`config.mk`:
```
export PLATFORM = sky130hd
export DESIGN_NAME = msk_demux_buf
export DESIGN_NICKNAME = d
export VERILOG_FILES = /design/src/rtl/msk_demux_buf.sv
export SDC_FILE = /design/constraint.sdc
export NUM_CORES = 1
export LEC_CHECK = 0
export CAP_MARGIN = 0
export CORE_AREA = 8 8 45 47
export CTS_CLUSTER_SIZE = 14
export DETAILED_ROUTE_END_ITERATION = 8
export DIE_AREA = 0 0 53 55
export PLACE_DENSITY_LB_ADDON = 0.3
export SLEW_MARGIN = 20
export SYNTH_ARGS = -nofsm -noshare
export SYNTH_HDL_FRONTEND = slang
export SYNTH_SLANG_ARGS = --single-unit
```
`constraint.sdc`:
```
create_clock -name clk -period 2.5 [get_ports clk]
set_input_delay 0.25 -clock clk [delete_from_list [all_inputs] [get_ports clk]]
set_output_delay 0.25 -clock clk [all_outputs]
set_load 0.1 [all_outputs]
```
`src/rtl/msk_demux_buf.sv`:
```
// Masked 1-to-2 demultiplexer with one registered share buffer per output channel.
// Optional precharge-on-drain behaviour is enabled by defining MSK_DEMUX_PRECHARGE_EN.
module msk_demux_buf #(
  parameter int d     = 1,
  parameter int count = 1
) (
  input  logic               clk,
  input  logic               rst,
  input  logic               sel,
  input  logic               in_valid,
  output logic               in_ready,
  input  logic [count*d-1:0] in_data,
  output logic               out0_valid,
  input  logic               out0_ready,
  output logic [count*d-1:0] out0_data,
  output logic               out1_valid,
  input  logic               out1_ready,
  output logic [count*d-1:0] out1_data
);

  localparam int W = count * d;

  localparam logic [0:0] EMPTY = 1'b0;
  localparam logic [0:0] FULL  = 1'b1;

  logic [0:0]   state  [2];
  logic [W-1:0] data_q [2];
  logic [1:0]   drain;
  logic [1:0]   room;
  logic [1:0]   load;
  logic         accept;

  assign drain[0] = (state[0] == FULL) & out0_ready;
  assign drain[1] = (state[1] == FULL) & out1_ready;

`ifdef MSK_DEMUX_PRECHARGE_EN
  // A draining channel is precharged to zero this edge, so it cannot also take new data.
  assign room[0] = (state[0] == EMPTY);
  assign room[1] = (state[1] == EMPTY);
`else
  assign room[0] = (state[0] == EMPTY) | drain[0];
  assign room[1] = (state[1] == EMPTY) | drain[1];
`endif

  // Steering depends only on the non-sensitive select and channel status, never on shares.
  assign in_ready = ~rst & (sel ? room[1] : room[0]);
  assign accept   = in_valid & in_ready;
  assign load[0]  = accept & ~sel;
  assign load[1]  = accept &  sel;

  // NOTE: sequential state uses non-blocking assignments so every register samples pre-edge values.
  always_ff @(posedge clk or posedge rst) begin
    if (rst) begin
      for (int k = 0; k < 2; k++) begin
        state[k]  <= EMPTY;
        data_q[k] <= '0;
      end
    end else begin
      for (int k = 0; k < 2; k++) begin
        if (load[k]) begin
          state[k]  <= FULL;
          data_q[k] <= in_data;
        end else if (drain[k]) begin
          state[k]  <= EMPTY;
`ifdef MSK_DEMUX_PRECHARGE_EN
          data_q[k] <= '0;
`endif
        end
      end
    end
  end

  assign out0_valid = (state[0] == FULL);
  assign out1_valid = (state[1] == FULL);
  assign out0_data  = data_q[0];
  assign out1_data  = data_q[1];

endmodule

```
# Yosys cells after proc, flatten, opt, wreduce, memory -nomap -nowiden
# Index checks and enable logic that the tools add are counted.
[word_totals]
output_inout_bits = 5
regBits = 4
[classes]
muxes = 5
bitwise = 12
n_reduce_logical = 2
[ops]
columns = ["cell", "n"]
rows = [
  ["$and 1x1->1", 6],
  ["$mux 1", 5],
  ["$not 1->1", 4],
  ["$reduce_bool 2->1", 2],
  ["$or 1x1->1", 2],
]

# Longest topological paths before layout
# Gate-level depths: netlist (run 1).
[logic_depth]
ltp_word = 7
mapped_depth = 3
ltp_nobuf = 3

# Worst setup path after synthesis (run 1)
# OpenSTA, ideal clock, no wires.
[synth_path]
kind = "reg-to-output"
start = "register state (netlist bit out1_valid)"
end = "output port in_ready"
path_stages_with_launch = 3
path_buffers = 0
t_arrival_ns = 3.300
path_slack_ns = -1.050
path_cell_list = "dfrtp_1 -> nor2b_1 -> a211oi_1"
[synth_via]
elab_chain_len = 4
[synth_lines]
columns = ["element", "line_no", "source"]
rows = [
  ["start, declared", "26", "logic [0:0] state [2];"],
  ["start signal, assigned by index", "55", "state[k] <= EMPTY;"],
  ["start signal, assigned by index", "61", "state[k] <= FULL;"],
  ["start signal, assigned by index", "64", "state[k] <= EMPTY;"],
  ["$and 1x1->1 or $not 1->1 (tied branches)", "34, 42", ""],
  ["$or 1x1->1 (*)", "42", "assign room[1] = (state[1] == EMPTY) | drain[1];"],
  ["$mux 1 (*)", "46", "assign in_ready = ~rst & (sel ? room[1] : room[0]);"],
  ["$and 1x1->1 (*)", "46", ""],
  ["end, declared", "11", "output logic in_ready,"],
]
# Mark *: on every way between the ends. The rest lies on a longest branch, timed or not.

# Worst setup path after layout (run 1)
[layout_path]
start = "input port sel"
end = "output port in_ready"
[layout_via]
elab_chain_len = 2
[layout_lines]
columns = ["element", "line_no", "source"]
rows = [
  ["start, declared", "9", "input logic sel,"],
  ["$mux 1", "46", ""],
  ["$and 1x1->1", "46", ""],
]
# Every way passes these cells.

==> impl_metrics.csv, run 1 <==
group,metric,value,unit
setup_path,critPathTopFamily,"buffers and inverters",
global_routing,met3_usage,0.0455,
global_routing,first_global_vias,248,
clock_tree,holdBufCountCts,0,
placement,numPortBuffers,11,
power_and_ir_drop,power_density,796,mW/mm^2
power_and_ir_drop,p_leak,0.000169,uW
setup_path,start_kind,"primary input",
route,vias,186,
clock_tree,cts_num_sinks,4,
logic_synthesis,synth-seq-cells,4,
placement,dpl_cell_area,355,um^2
cells_and_area,nets,41,
logic_synthesis,ys_seq_area_frac,0.471,
setup_path,r2r_setup_slack,1340,ps
floorplanning,die_w,53,um
sta,fin_crit,1700,ps
power_and_ir_drop,power.internal,167,uW
logic_synthesis,ys_warn_count,0,
clock_tree,tritoncts,"done",
route,routedWlPerCell,13.2,um
setup_path,crit_type,"primary input to output port",
power_and_ir_drop,vdd_drop_max,0.532,mV
floorplanning,pin_count,12,
sta,fin_setup_tns,0,ps
cells_and_area,area_delta_synth_final,77.6,%
route,drt_iter0_drc,1,
sta,final-setup-viol-count,0,
setup_path,crit_path_max_incr_delay,610,ps
logic_synthesis,synth_fp_nets,25,
power_and_ir_drop,p_seq_frac,0.270,
cells_and_area,multi_input_area,118,um^2
floorplanning,row_count,14,
route,ant_nets,0,
sta,maxSlewViolCount,0,
route,drt_wl_total,634,um
route,routed_via_density,3.88,
setup_path,critPathLaunch,"sel",
floorplanning,coreArea,0.00138,mm^2
route,drc,0,
global_routing,gr-max-usage-layer,"met2",
clock_tree,post_cts_resized,0,
sta,tightestPinTransition,279,ps
sta,slew_headroom,0.814,
setup_path,r2r-start,"out1_valid",
cells_and_area,fill_cells,150,
sta,grt_setup_unrepaired,"no",
global_routing,antenna_found_initial,0,
cells_and_area,register_area,100,um^2
global_routing,gr-total-overflow,0,
cells_and_area,drive_above_1_share,0.438,
route,dr.pass1.iters,3,
floorplanning,die_h,55,um
sta,period_share,0.680,
clock_tree,clk_latency,230,ps
global_routing,grt_max_degree,6,
setup_path,cp_max_fo,5,
run_status,status,"finished, final reports clean",
clock_tree,numCtsBuffers,3,
logic_synthesis,ys_types,11,
min_path,hold_class,"primary input to asynchronous set/reset pin",
placement,place_congestion,0.623,
global_routing,grt_pass1_wl,1060,um
clock_tree,post-cts-setup-buffer-count,0,
power_and_ir_drop,netSwitchingFraction,0.444,
power_and_ir_drop,p_comb_frac,0.456,
setup_path,crit_buf_inv,2,
job,max_cap_violations,0,
setup_path,crit_chain,"clkdlybuf4s50_1, nor2_1, a211oi_4, buf_12",
setup_path,r2r_end,"out1_data",
sta,fmax,588,MHz
setup_path,crit_path_end_kind,"output port",
setup_path,slowest_stage,"clkdlybuf4s50_1",
logic_synthesis,synth_cells,18,
clock_tree,htreeDepth,1,
global_routing,grt_usage,0.0521,
power_and_ir_drop,clkPwrFrac,0.274,
clock_tree,root_buffer,"clkbuf_4",
sta,hold_violations,0,
power_and_ir_drop,p_switching,134,uW
clock_tree,clk_pin_slew,40,ps
setup_path,required,2250,ps
setup_path,critical_path_arrival,1450,ps
cells_and_area,antenna_cells,0,
sta,finClkSkew,0.0189,ps
setup_path,reg2reg_depth,3,
global_routing,grt_util_met1,0.0537,
clock_tree,clockBufferDepth,2,
logic_synthesis,netlist_area,213,um^2
floorplanning,dieArea,0.00292,mm^2
cells_and_area,fin_area,378,um^2
global_routing,gr-usage-met2,0.0664,
logic_synthesis,syn_area_per_cell,11.8,um^2
floorplanning,initial_core_util,0.154,
==> cell usage in the layout (no fill, tap or decap), drive strengths merged <==
cell type	Yosys	final
inv	2	2
nand2b	2	2
a211oi	1	1
dfrtp	4	4
clkbuf	0	3
nor3b	1	1
nor2	2	2
buf	0	5
clkdlybuf4s50	0	6
nand3b	1	1
mux2	2	2
o21ai	2	2
nor2b	1	1
==> state kept, by name, summed over array words and instances, names as in the netlist <==
name / flops
out0_valid: 1
out1_valid: 1
out0_data: 1
out1_data: 1
==> final cells by class <==
type / count / area share
flip-flops and latches: 4 / 0.265
multi-input cells: 12 / 0.311
well taps: 16 / 0.0530
clock buffers: 3 / 0.0596
repair buffers: 11 / 0.291
inverters: 2 / 0.0199
==> synthesized netlist by cell type (all sizes together) <==
library cell  n  area share
nor2          2       0.035
a211oi        1       0.035
nor2b         1       0.029
nand3b        1       0.035
o21ai         2       0.047
inv           2       0.035
dfrtp         4        0.47
nor3b         1       0.059
mux2          2        0.12
nand2b        2        0.13
==> stage by stage <==
step,hold WS (ps),util,instances,total power (uW),worst slack [ps]
after floorplan,16.1,-,18,180,303
after global placement,501,0.257,45,217,837
after detailed placement,508,0.257,45,220,781
after CTS,337,0.273,48,308,780
after global routing,375,0.273,48,317,736
final,338,0.273,48,301,800
==> how the worst max path moves through the flow <==
stage	to	slack, ps	cells after the start
2_1_floorplan	in_ready	300	2
3_3_place_gp	in_ready	840	4
3_5_place_dp	in_ready	780	4
4_1_cts	in_ready	780	4
5_1_grt	in_ready	740	4
6_report	in_ready	800	4
==> cells by family after synthesis <==
logic type | synth area share
compound gates | 0.0824
mux | 0.124
simple gates | 0.288
buf+inv | 0.0353
flops | 0.471
==> power groups by stage <==
stage	Combinational (uW)	Sequential, uW	Clock [uW]
floorplan	29.4	151	0
finish	137	81.2	82.5
global route	142	82.5	92.4
CTS	138	81.6	87.9
global placement	136	81.1	0
detailed placement	139	81.5	0
==> per-layer routing <==
| layer | wire, um | vias up |
|---|---|---|
| met3 | 117 | 2 |
| li1 | - | 87 |
| met1 | 268 | 83 |
| met4 | 11 | 0 |
| met2 | 235 | 14 |
| met5 | 0 | - |
Power figures use the tool's default switching activity.
==> inputs of run 2 (changes only) <==
clock period = 1.8 ns   (was 2.5 ns; I/O delays follow)
==> impl_metrics.csv, run 2 (synthesis gave the netlist of run 1 again) <==
group,metric,value,unit
placement,post-place-cells,45,
route,vias,189,
route,drt_wl_total,620,um
clock_tree,post_cts_resized,0,
cells_and_area,antenna_cells,0,
cells_and_area,fill_cells,151,
power_and_ir_drop,power.internal,236,uW
placement,dpl.hpwl,474,um
setup_path,cp_max_fo,5,
power_and_ir_drop,clkPwrFrac,0.274,
power_and_ir_drop,vdd_drop_max,0.553,mV
setup_path,crit_path_max_incr_delay,610,ps
sta,grt_setup_unrepaired,"no",
power_and_ir_drop,netSwitchingFraction,0.441,
cells_and_area,area_delta_synth_final,84.7,%
setup_path,r2r_end,"out0_data",
clock_tree,holdBufCountCts,0,
placement,dpl_cell_area,370,um^2
floorplanning,die_h,55,um
route,routed_via_density,3.94,
sta,fmax,646,MHz
clock_tree,post-cts-setup-buffer-count,0,
power_and_ir_drop,p_seq_frac,0.272,
power_and_ir_drop,p_switching,186,uW
setup_path,slowest_stage,"clkdlybuf4s50_1",
global_routing,grt_pass1_wl,979,um
sta,tightestPinTransition,282,ps
floorplanning,pin_count,12,
clock_tree,cts_num_sinks,4,
global_routing,grt_max_degree,6,
setup_path,crit_chain,"clkdlybuf4s50_1, nor2_1, a211oi_4, buf_12",
setup_path,crit_path_end_kind,"output port",
clock_tree,clk_pin_slew,40,ps
cells_and_area,final_cells,48,
clock_tree,clockBufferDepth,2,
placement,place_congestion,0.637,
power_and_ir_drop,p_leak,0.000168,uW
min_path,hold_class,"primary input to asynchronous set/reset pin",
sta,period_share,0.860,
floorplanning,dieArea,0.00292,mm^2
floorplanning,initial_core_util,0.154,
clock_tree,htreeDepth,1,
global_routing,grt_usage,0.0509,
setup_path,required,1620,ps
route,drc,0,
sta,fin_setup_tns,0,ps
cells_and_area,drive_above_1_share,0.531,
global_routing,gr-total-overflow,0,
sta,timing.hold.ws,266,ps
cells_and_area,nets,41,
run_status,status,"finished, final reports clean",
job,max_cap_violations,0,
power_and_ir_drop,p_comb_frac,0.455,
setup_path,r2r_setup_slack,610,ps
sta,fin_crit,1550,ps
cells_and_area,mostFrequentLayoutCell,"clkdlybuf4s50_1",
setup_path,start_kind,"primary input",
sta,maxSlewViolCount,0,
power_and_ir_drop,power_density,1080,mW/mm^2
clock_tree,clk_latency,240,ps
setup_path,r2r-start,"out0_valid",
clock_tree,root_buffer,"clkbuf_4",
cells_and_area,final_cell_mix,"clkdlybuf4s50_1, buf_4, clkbuf_4",
setup_path,critical_path_arrival,1370,ps
route,routedWlPerCell,12.9,um
global_routing,antenna_found_initial,0,
clock_tree,tritoncts,"done",
setup_path,crit_type,"primary input to output port",
route,drt_iter0_drc,1,
floorplanning,die_w,53,um
cells_and_area,fin_area,393,um^2
floorplanning,coreArea,0.00138,mm^2
floorplanning,row_count,14,
sta,finClkSkew,0.113,ps
sta,final-setup-viol-count,0,
global_routing,first_global_vias,225,
route,dr.pass1.iters,2,
sta,slew_headroom,0.813,
placement,numPortBuffers,11,
setup_path,reg2reg_depth,3,
sta,hold_violations,0,
route,ant_nets,0,
clock_tree,numCtsBuffers,3,
cells_and_area,fin_util,0.284,
## run 2: cell types whose count changed in the layout (fill, tap and decap cells not counted)
cell | before | now
nor2b_1 | 1 | 0
dfrtp_4 | 0 | 2
dfrtp_1 | 4 | 2
nor2b_4 | 0 | 1
## run 2: stage by stage
| step | power (uW) | setup WS, ps |
|---|---|---|
| 3_5_place_dp | 309 | 251 |
| 2_1_floorplan | 254 | -52.8 |
| 5_1_grt | 445 | 199 |
| 3_3_place_gp | 306 | 259 |
| 6_report | 422 | 252 |
| 4_1_cts | 430 | 242 |
## run 2: final cells by class
cell class	count	area, um^2	area share
well taps	16	20.0	0.0510
multi-input cells	12	125	0.318
clock buffers	3	22.5	0.0573
repair buffers	11	110	0.280
inverters	2	7.51	0.0191
flip-flops and latches	4	108	0.274
## run 2: worst max-delay path by stage
stage | from | to | slack [ps] | depth (start not counted)
2_1_floorplan | out1_valid | in_ready | -50 | 2
4_1_cts | sel | in_ready | 240 | 4
3_3_place_gp | sel | in_ready | 260 | 4
3_5_place_dp | sel | in_ready | 250 | 4
5_1_grt | sel | in_ready | 200 | 4
6_report | sel | in_ready | 250 | 4
## run 2: critical path: cells and delay by family
family / cells / cell delay (ps)
buffers and inverters: 2 / 820
AO/OA/AOI/OAI: 1 / 250
AND/OR/NAND/NOR: 1 / 120
## run 2: routing by layer
| layer | GRT usage | vias up | wire length [um] |
|---|---|---|---|
| met5 | 0 | - | 0 |
| met4 | 0.0388 | 0 | 0 |
| met3 | 0.0561 | 0 | 126 |
| met2 | 0.0586 | 12 | 225 |
| met1 | 0.0505 | 90 | 269 |
| li1 | - | 87 | - |
## run 2: power groups by stage
| stage | registers (uW) | logic (uW) | clock network, uW |
|---|---|---|---|
| floorplan | 212 | 41.9 | 0 |
| global placement | 115 | 192 | 0 |
| detailed placement | 115 | 194 | 0 |
| CTS | 115 | 194 | 121 |
| global route | 118 | 200 | 127 |
| finish | 115 | 192 | 116 |
